File: src/rtl/cmt_prog_pkg.sv
// cmt_prog_pkg: shared states, command codes and frame length for the DCM_CLKGEN programmer.
package cmt_prog_pkg;
  localparam int FRAME_LEN = 10;
  localparam logic [1:0] CMD_LOADD = 2'b01;
  localparam logic [1:0] CMD_LOADM = 2'b11;
  typedef enum logic [2:0] {
    ST_IDLE,
    ST_LOAD_D,
    ST_GAP1,
    ST_LOAD_M,
    ST_GAP2,
    ST_GO,
    ST_WAIT_DONE
  } state_t;
endpackage

File: src/rtl/cmt_prog_shifter.sv
// cmt_prog_shifter: loads a command frame and shifts it out LSB first, flagging the final bit.
module cmt_prog_shifter
  import cmt_prog_pkg::*;
(
  input  logic                 clk,
  input  logic                 rst_n,
  input  logic                 load_i,
  input  logic [FRAME_LEN-1:0] frame_i,
  input  logic                 en_i,
  output logic                 bit_o,
  output logic                 last_o
);
  logic [FRAME_LEN-1:0] sh_q;
  logic [3:0]           cnt_q;
  // load wins over shift; every enabled cycle retires one bit
  always_ff @(posedge clk)
    if (!rst_n) begin
      sh_q  <= '0;
      cnt_q <= '0;
    end else if (load_i) begin
      sh_q  <= frame_i;
      cnt_q <= '0;
    end else if (en_i) begin
      sh_q  <= sh_q >> 1;
      cnt_q <= cnt_q + 4'd1;
    end
  assign bit_o  = sh_q[0];
  assign last_o = cnt_q == 4'(FRAME_LEN - 1);
endmodule

File: src/rtl/cmt_prog_ctrl.sv
// cmt_prog_ctrl: serialises LoadD/LoadM/GO onto progen/progdata and waits for progdone_inv.
// Define CMT_PROG_CTRL_TIMEOUT_EN to abort WAIT_DONE with err after TIMEOUT_CYCLES cycles.
module cmt_prog_ctrl
  import cmt_prog_pkg::*;
#(
  parameter int GAP_CYCLES     = 2,
  parameter int TIMEOUT_CYCLES = 65535,
  parameter int MIN_WAIT       = 2
) (
  input  logic       clk,
  input  logic       rst_n,
  input  logic       req_valid,
  input  logic [7:0] req_m,
  input  logic [7:0] req_d,
  output logic       req_ready,
  output logic       progen,
  output logic       progdata,
  input  logic       progdone_inv,
  output logic       busy,
  output logic       done,
  output logic       err
);
  state_t               state_q, state_d;
  logic [7:0]           m_q, m_d, d_q, d_d;
  logic                 err_q, err_d;
  logic [15:0]          cnt_q, cnt_d;
  logic                 sh_load, sh_en, sh_bit, sh_last;
  logic [FRAME_LEN-1:0] sh_frame;

  cmt_prog_shifter u_shifter (
    .clk    (clk),
    .rst_n  (rst_n),
    .load_i (sh_load),
    .frame_i(sh_frame),
    .en_i   (sh_en),
    .bit_o  (sh_bit),
    .last_o (sh_last)
  );

  // state, latched codes, sticky error and the shared gap/wait counter
  always_ff @(posedge clk)
    if (!rst_n) begin
      state_q <= ST_IDLE;
      m_q     <= '0;
      d_q     <= '0;
      err_q   <= 1'b0;
      cnt_q   <= '0;
    end else begin
      state_q <= state_d;
      m_q     <= m_d;
      d_q     <= d_d;
      err_q   <= err_d;
      cnt_q   <= cnt_d;
    end

  // sequencing: the wait counter stops at TIMEOUT_CYCLES so it never wraps back under MIN_WAIT
  always_comb begin
    state_d  = state_q;
    m_d      = m_q;
    d_d      = d_q;
    err_d    = err_q;
    cnt_d    = cnt_q;
    sh_load  = 1'b0;
    sh_en    = 1'b0;
    sh_frame = {m_q, CMD_LOADM};
    done     = 1'b0;
    case (state_q)
      ST_IDLE: if (req_valid) begin
        m_d      = req_m;
        d_d      = req_d;
        err_d    = req_m == 8'd0;
        sh_frame = {req_d, CMD_LOADD};
        sh_load  = req_m != 8'd0;
        state_d  = req_m != 8'd0 ? ST_LOAD_D : ST_IDLE;
      end
      ST_LOAD_D, ST_LOAD_M: begin
        sh_en = 1'b1;
        cnt_d = '0;
        if (sh_last) state_d = state_q == ST_LOAD_D ? ST_GAP1 : ST_GAP2;
      end
      ST_GAP1, ST_GAP2: begin
        cnt_d = cnt_q + 16'd1;
        if (cnt_q == 16'(GAP_CYCLES - 1)) begin
          state_d = state_q == ST_GAP1 ? ST_LOAD_M : ST_GO;
          sh_load = state_q == ST_GAP1;
        end
      end
      ST_GO: begin
        cnt_d   = '0;
        state_d = ST_WAIT_DONE;
      end
      ST_WAIT_DONE: begin
        cnt_d = cnt_q == 16'(TIMEOUT_CYCLES) ? cnt_q : cnt_q + 16'd1;
        if (cnt_q >= 16'(MIN_WAIT) && !progdone_inv) begin
          done    = 1'b1;
          state_d = ST_IDLE;
        end
`ifdef CMT_PROG_CTRL_TIMEOUT_EN
        else if (cnt_q == 16'(TIMEOUT_CYCLES - 1)) begin
          err_d   = 1'b1;
          state_d = ST_IDLE;
        end
`endif
      end
      default: state_d = ST_IDLE;
    endcase
  end

  assign req_ready = state_q == ST_IDLE;
  assign busy      = state_q != ST_IDLE;
  assign progen    = state_q inside {ST_LOAD_D, ST_LOAD_M, ST_GO};
  assign progdata  = (state_q inside {ST_LOAD_D, ST_LOAD_M}) & sh_bit;
  assign err       = err_q;
endmodule

File: config.mk
export PLATFORM = sky130hd
export DESIGN_NAME = cmt_prog_ctrl
export DESIGN_NICKNAME = d
export VERILOG_FILES = /design/src/rtl/cmt_prog_pkg.sv /design/src/rtl/cmt_prog_shifter.sv /design/src/rtl/cmt_prog_ctrl.sv
export SDC_FILE = /design/constraint.sdc
export NUM_CORES = 1
export LEC_CHECK = 0
export CAP_MARGIN = 40
export CORE_MARGIN = 2
export CORE_UTILIZATION = 30
export DETAILED_ROUTE_END_ITERATION = 10
export DONT_BUFFER_PORTS = 1
export HOLD_SLACK_MARGIN = 0.15
export PLACE_DENSITY = 0.47
export SKIP_CTS_REPAIR_TIMING = 1
export SYNTH_ARGS = -nofsm -noshare
export SYNTH_HDL_FRONTEND = slang
export SYNTH_HIERARCHICAL = 1
export SYNTH_SLANG_ARGS = --single-unit
File: constraint.sdc
create_clock -name clk -period 6.2 [get_ports clk]
set_input_delay 1.24 -clock clk [delete_from_list [all_inputs] [get_ports clk]]
set_output_delay 1.24 -clock clk [all_outputs]
set_load 0.005 [all_outputs]
After elaboration in Yosys (flattened, before gate mapping)
Index checks and enable logic that the tools add are counted.
Word-level totals
  bits in registers: 42
  input bits: 20
  output and inout port bits: 6
  word-level logic and storage cells: 62
Operators by class
  add/subtract/negate cells: 2
  order comparisons: 1
  equal/unequal tests: 14
  muxes and demuxes: 20
  bitwise gates (word level): 2
  reduce and logical (&&, ||, !) cells: 17
Operators with widths (count)
  $pmux W16 S3: 1
  $mux W10: 4
  $mux W3: 6
  $add A16 B1 Y16 const B: 1
  $eq A16 B1 Y1 const B: 1
  $eq A16 B16 Y1 const B: 1
  $ge A16 B2 Y1 const B: 1
  $mux W16: 1
  $pmux W3 S5: 1
  $ne A2 B2 Y1 const B: 5
  $eq A3 B3 Y1 const B: 3
  $reduce_bool A3 Y1: 3
  $logic_not A8 Y1: 1
  $reduce_bool A8 Y1: 1
  $eq A3 B2 Y1 const B: 2
  $mux W1: 6
  $reduce_or A2 Y1: 3
  $add A4 B1 Y4 const B: 1
  $eq A4 B4 Y1 const B: 1
  $reduce_and A2 Y1: 2
  $reduce_and A4 Y1: 1
  $reduce_bool A2 Y1: 2
  $eq A3 B1 Y1 const B: 1
  $logic_not A3 Y1: 1
  other kinds (6): 6

Longest topological paths before layout
Gate-level depths: netlist (run 1).
  word-level depth: 5
  mapped depth: 10
  depth with buffers taken out: 8

Cells and area by module
Netlist (run 1), hierarchy kept.
By module, submodules not included
  cmt_prog_ctrl: instances 1, cells an instance 217, area an instance 1622.8 sq um, sequential area each 560.5 sq um
  cmt_prog_shifter: instances 1, cells an instance 66, area an instance 710.7 sq um, sequential area each 280.3 sq um

Least setup slack after synthesis (run 1)
OpenSTA, ideal clock, no wires.
  path type: input to output
  start point: input port progdone_inv
  end point: output port done
  arrival time: 1647 ps
  data required time: 4960 ps
  setup slack: 3313 ps
  cell stages on the path: 2
  path buffers: 0
  cells stage by stage: a31oi_1 and4b_1
On the way
  longest elaborated chain between the ends: 4
RTL lines
  start, declared: line cmt_prog_ctrl.sv:18  | input logic progdone_inv,
  $logic_not A1 Y1: line cmt_prog_ctrl.sv:94  | if (cnt_q >= 16'(MIN_WAIT) && !progdone_inv) begin
  $logic_and A1 B1 Y1: line cmt_prog_ctrl.sv:94
  $mux W1: line cmt_prog_ctrl.sv:94
  $mux W1: line cmt_prog_ctrl.sv:67  | case (state_q)
  end, declared: line cmt_prog_ctrl.sv:20  | output logic done,
Every way passes these cells.

==> results.txt, run 1 <==
Slew headroom: 50.3%
unrepaired setup endpoints after global routing: no
synthesized flop and latch total: 42
Reg clk slew, reported paths: 0.09 ns
vias: 1989
clock tree buffer depth: 2
Worst VDD drop: 0.108 mV
Iter 0 DRT Violations: 99
share of flip-flops with an asynchronous set or reset: 0%
maximum level of the CTS H-tree: 2
Critical Path AT: 1.91 ns
Final Total Pwr: 537 uW
FMAX: 0.318 GHz
GP Congestion: 0.818
Vias/cell: 5.25
port bufs: 0
largest net degree at the start of global routing: 24
fillcell total: 825
Setup crit end kind: output pin
Post-synth EDFFs: 0
status: complete, no violations
Primary FF master, synth: dfxtp_1
antenna violations before repair: 0
final setup fails: 0
Inserted Diodes: 0
CP Class: flip-flop to output pin
critical path required time: 4.96 ns
DRC: 0
startpoint types: flip-flop
Num CTS Buffers: 5
Routed WL per cell: 14.2 um
fin crit period: 3.15 ns
Switching Power: 140 uW
CTS sink count: 42
logic gate share of total power: 11.2%
top-area cell type share of the netlist area: 36.0%
crit-path cells: or4_1, nor3_1, a31oi_1, and4b_1
vias in the first global route: 1817
layout cells sized above 1: 9.03%
Ports: 26
top cell type by total area after synthesis: dfxtp_1
CP peak stage delay: 0.53 ns
endpoints failing hold: 0
drt pass-1 iters: 5
Fin Setup TNS: 0 ns
hold slack final: 0.460 ns
most frequent cells in the layout: nand2_1 (54), dfxtp_1 (42), a21oi_1 (20)
Mapped Area: 2330 sq um
# rows: 32
global-route wire length before repair: 8850 um
sequential share of the synthesized area: 36.0%
Die W: 92.2 um
top cells by area, synth: dfxtp_1 (36%), nand2_1 (8.7%), mux2_2 (4.3%), a21oi_1 (4.3%), o211a_1 (3.9%)
Synth cell types: 51
Sw Ratio: 26.2%
clock root cell: clkbuf_8
Clk pwr share: 35.2%
DIE AREA: 8500 sq um
initial core utilization: 30.5%
NumNets Final: 301
Clock Skew: 0.00763 ns
Mapped Cells: 283
pin slew with the least headroom to its limit: 0.739 ns
synth warn: 6
DRT antenna net count: 0
max-slew violation count: 0
DP Cell Count: 371
Die Y: 92.2 um
worst skew pair latency: 0.30 ns
Max Cap Viol: 0
CORE AREA: 7650 sq um
final worst-path cycle share: 50.7%
area grow syn2layout: 6.65%
Pwr per Cell Area: 216 nW/um^2
commonest non-fill, non-tap cell in the layout: nand2_1
min-delay src: m_q[5]
Worst Setup SP: cnt_q[2]
Final HPWL DP: 3810 um
fin worst setup slack: 3.05 ns
Slowest-stage cell, CP: or4_1
HP Class: flip-flop to flip-flop
cell-internal power: 397 uW
static leakage: 0.969 nW
Reg power frac: 53.6%
syn_area_per_cell: 8.25 sq um
CTS tree: yes
grt ovf: 0
Synth Net Count: 308
routed wire length: 5390 um
CP Max Fanout: 8
Tot GR Track Use: 13.0%
Reg2Reg Launch Point: state_q[2]
non-filler instance count after layout: 379
worst path buffer plus inverter count: 0
CP delay by family, top: simple AND/OR/NAND/NOR gates
pre-CTS WS: 3.26 ns
per-layer routing:
layer	vias to the layer above	part of all wire [%]	track usage, %	wire length (um)
li1	1008	-	-	-
met1	927	49	17.8	2650
met2	47	44	19.6	2370
met3	7	5.1	3.45	275
met4	0	1.5	4.48	81
met5	-	0	0	0
sequential cells by signal (all words and copies together), names as in the netlist:
| name | count |
|---|---|
| cnt_q | 16 |
| err | 1 |
| u_shifter/sh_q | 10 |
| state_q | 3 |
| u_shifter/cnt_q | 4 |
| m_q | 8 |
cells in the mapped netlist (all sizes together), types with 5 or more instances:
library cell  count
nor3              5
inv               7
a21oi            20
buf               9
nor2             11
o211a             9
nand3             9
nand4             9
clkbuf            8
nand2            54
mux2i             8
dfxtp            42
nor4              6
nand2b           11
ha                5
or3               7
or4               8
mux2              9
power by group through the flow:
stage                     Clock, mW  Combinational, mW  Sequential, mW
after global placement            0             0.0610           0.294
after floorplan                   0             0.0558           0.291
after detailed placement          0             0.0611           0.294
after global routing          0.207             0.0682           0.290
final                         0.189             0.0602           0.288
after CTS                     0.197             0.0612           0.288
worst paths after layout:
check                           end  slack (ns)  cells after the start
setup / recovery               done        3.05                      4
hold / removal               m_q[5]        0.46                      2
setup reg to reg  u_shifter/sh_q[4]        3.41                      8
hold reg to reg              m_q[5]        0.46                      2
tightest hold or removal path: stages (launching register included):
cell and delay [ns]:
dfxtp_1 0.30, nand2_1 0.06, a21oi_1 0.05
cell families after synthesis:
| logic type | Yosys count | synth area share (%) |
|---|---|---|
| simple gates | 137 | 30.6 |
| compound gates | 54 | 16.6 |
| flops | 42 | 36.0 |
| buf+inv | 25 | 5.36 |
| mux | 17 | 7.78 |
| fa+ha+maj | 5 | 2.68 |
| xor+xnor | 2 | 0.751 |
| other cells | 1 | 0.161 |
final cells by class:
cell class              instances  area [sq um]  area share (%)
well taps                     102           128            5.13
clock buffers                   6          82.6            3.32
clock inverters                 2          12.5           0.503
inverters                       8          30.0            1.21
repair buffers                  3          22.5           0.905
flip-flops and latches         42           841            33.8
multi-input cells             216          1370            55.2
through the flow:
step	cell area (sq um)	util, %
2_1_floorplan	2330	-
3_3_place_gp	2390	31.3
3_5_place_dp	2390	31.3
4_1_cts	2490	32.5
5_1_grt	2490	32.5
6_report	2490	32.5
(Power assumes the default switching activity.)
==> run 2, diff against run 1 <==
- PLACE_DENSITY: 0.47 -> 0.48
- clock period: 6.2 -> 2.7 ns (I/O delays scaled with it)
==> run 2 against run 1 <==
Compared with the run above: register-to-register slack got worse by 2.9 ns; largest power group unchanged; core utilization rose by 1.2 points; clock skew up 0.011 ns; largest cell class unchanged; non-clock buffer count increased by 7; critical path depth is the same; highest routed layer unchanged; via count rose by 0.65%.
==> results.txt, run 2 (synthesis results as in run 1) <==
status: complete, no violations
Routed WL per cell: 14.0 um
static leakage: 1.03 nW
unrepaired setup endpoints after global routing: no
vias in the first global route: 1852
endpoints failing hold: 0
final setup fails: 0
hold slack final: 0.363 ns
worst skew pair latency: 0.30 ns
clock tree buffer depth: 2
Fin Setup TNS: 0 ns
# rows: 32
Biggest register: cnt_q
CTS sink count: 42
startpoint types: flip-flop
HP Class: input pin to flip-flop
layout cells sized above 1: 11.3%
CTS tree: yes
Vias/cell: 5.19
Slowest-stage cell, CP: or4_1
port bufs: 0
critical path required time: 2.16 ns
clock root cell: clkbuf_8
DP Cell Count: 378
fin crit period: 2.47 ns
antenna violations before repair: 0
vias: 2002
DIE AREA: 8500 sq um
NumNets Final: 308
commonest non-fill, non-tap cell in the layout: nand2_1
DRT antenna net count: 0
routed wire length: 5420 um
Setup crit end kind: output pin
Critical Path AT: 1.93 ns
grt ovf: 0
Pwr per Cell Area: 549 nW/um^2
Worst VDD drop: 0.228 mV
Reg clk slew, reported paths: 0.09 ns
non-filler instance count after layout: 386
Max Cap Viol: 0
Regs by FF count: cnt_q x16, u_shifter/sh_q x10, m_q x8
Clock Skew: 0.0182 ns
worst reg-to-reg path cell count: 7
pin slew with the least headroom to its limit: 0.770 ns
initial core utilization: 30.5%
cell count of the worst hold path: 1
DRC: 0
FMAX: 0.406 GHz
Final Total Pwr: 1.42 mW
area grow syn2layout: 10.7%
Inserted Diodes: 0
Placement Cell Area: 2450 sq um
Slew headroom: 48.5%
max-slew violation count: 0
global-route wire length before repair: 9180 um
CP peak stage delay: 0.54 ns
Die W: 92.2 um
design area: 2580 sq um
Num CTS Buffers: 5
Iter 0 DRT Violations: 132
maximum level of the CTS H-tree: 2
final worst-path cycle share: 91.3%
Die Y: 92.2 um
GP Congestion: 0.760
drt pass-1 iters: 4
crit-path cells: or4_1, nor3_1, a31oi_1, and4b_1
most frequent cells in the layout: nand2_1 (54), dfxtp_1 (42), a21oi_1 (20)
CP Class: flip-flop to output pin
Final HPWL DP: 3860 um
largest net degree at the start of global routing: 24
Tot GR Track Use: 13.5%
max reg flops: 16
Ports: 26
CORE AREA: 7650 sq um
CP Max Fanout: 8
## run 2: changes by cell type in the layout (fill, tap and decap cells not counted), sizes merged
cell / change
clkinvlp: -1
clkbuf: -1
buf: +7
bufinv: +2
## run 2: final cells by class
type	count	area, sq um
flip-flops and latches	42	841
inverters	8	30.0
clock inverters	3	68.8
multi-input cells	216	1370
repair buffers	10	75.1
well taps	102	128
fillers	806	5060
clock buffers	5	68.8
## run 2: worst max-delay path, delay by kind of cell, from the launching register on
family	cells	cell delay [ns]
AOI/OAI and AO/OA	1	0.19
and+or+nand+nor	3	1.08
DFF	1	0.37
## run 2: per-layer routing
layer | vias to the layer above | routed length [um] | track usage [%]
li1 | 1033 | - | -
met1 | 910 | 2750 | 19.4
met2 | 52 | 2290 | 20.0
met3 | 7 | 289 | 3.20
met4 | 0 | 81 | 4.23
met5 | - | 0 | 0
## run 2: final timing paths
path         slack, ns     start            endpoint
max               0.23  cnt_q[2]                done
min reg2reg       0.46    m_q[5]              m_q[5]
max reg2reg       0.48  cnt_q[2]  u_shifter/cnt_q[1]
min               0.36     rst_n   u_shifter/sh_q[8]
## run 2: through the flow
step	setup slack, ns	util (%)
final	0.234	33.8
after global routing	0.0534	33.8
after CTS	0.203	33.8
after detailed placement	0.468	32.0
after global placement	0.529	32.0
after floorplan	0.397	-
## run 2: power by group
part	internal, mW	total [mW]	switching, mW
combinational	0.0664	0.151	0.0850
clock	0.371	0.608	0.238
sequential	0.645	0.658	0.0134
total	1.08	1.42	0.336
==> run 3, diff against run 2 <==
- SLEW_MARGIN: default -> 40
==> results of run 3 <==
The final DEF is identical to that of run 2; final timing and power are the same.
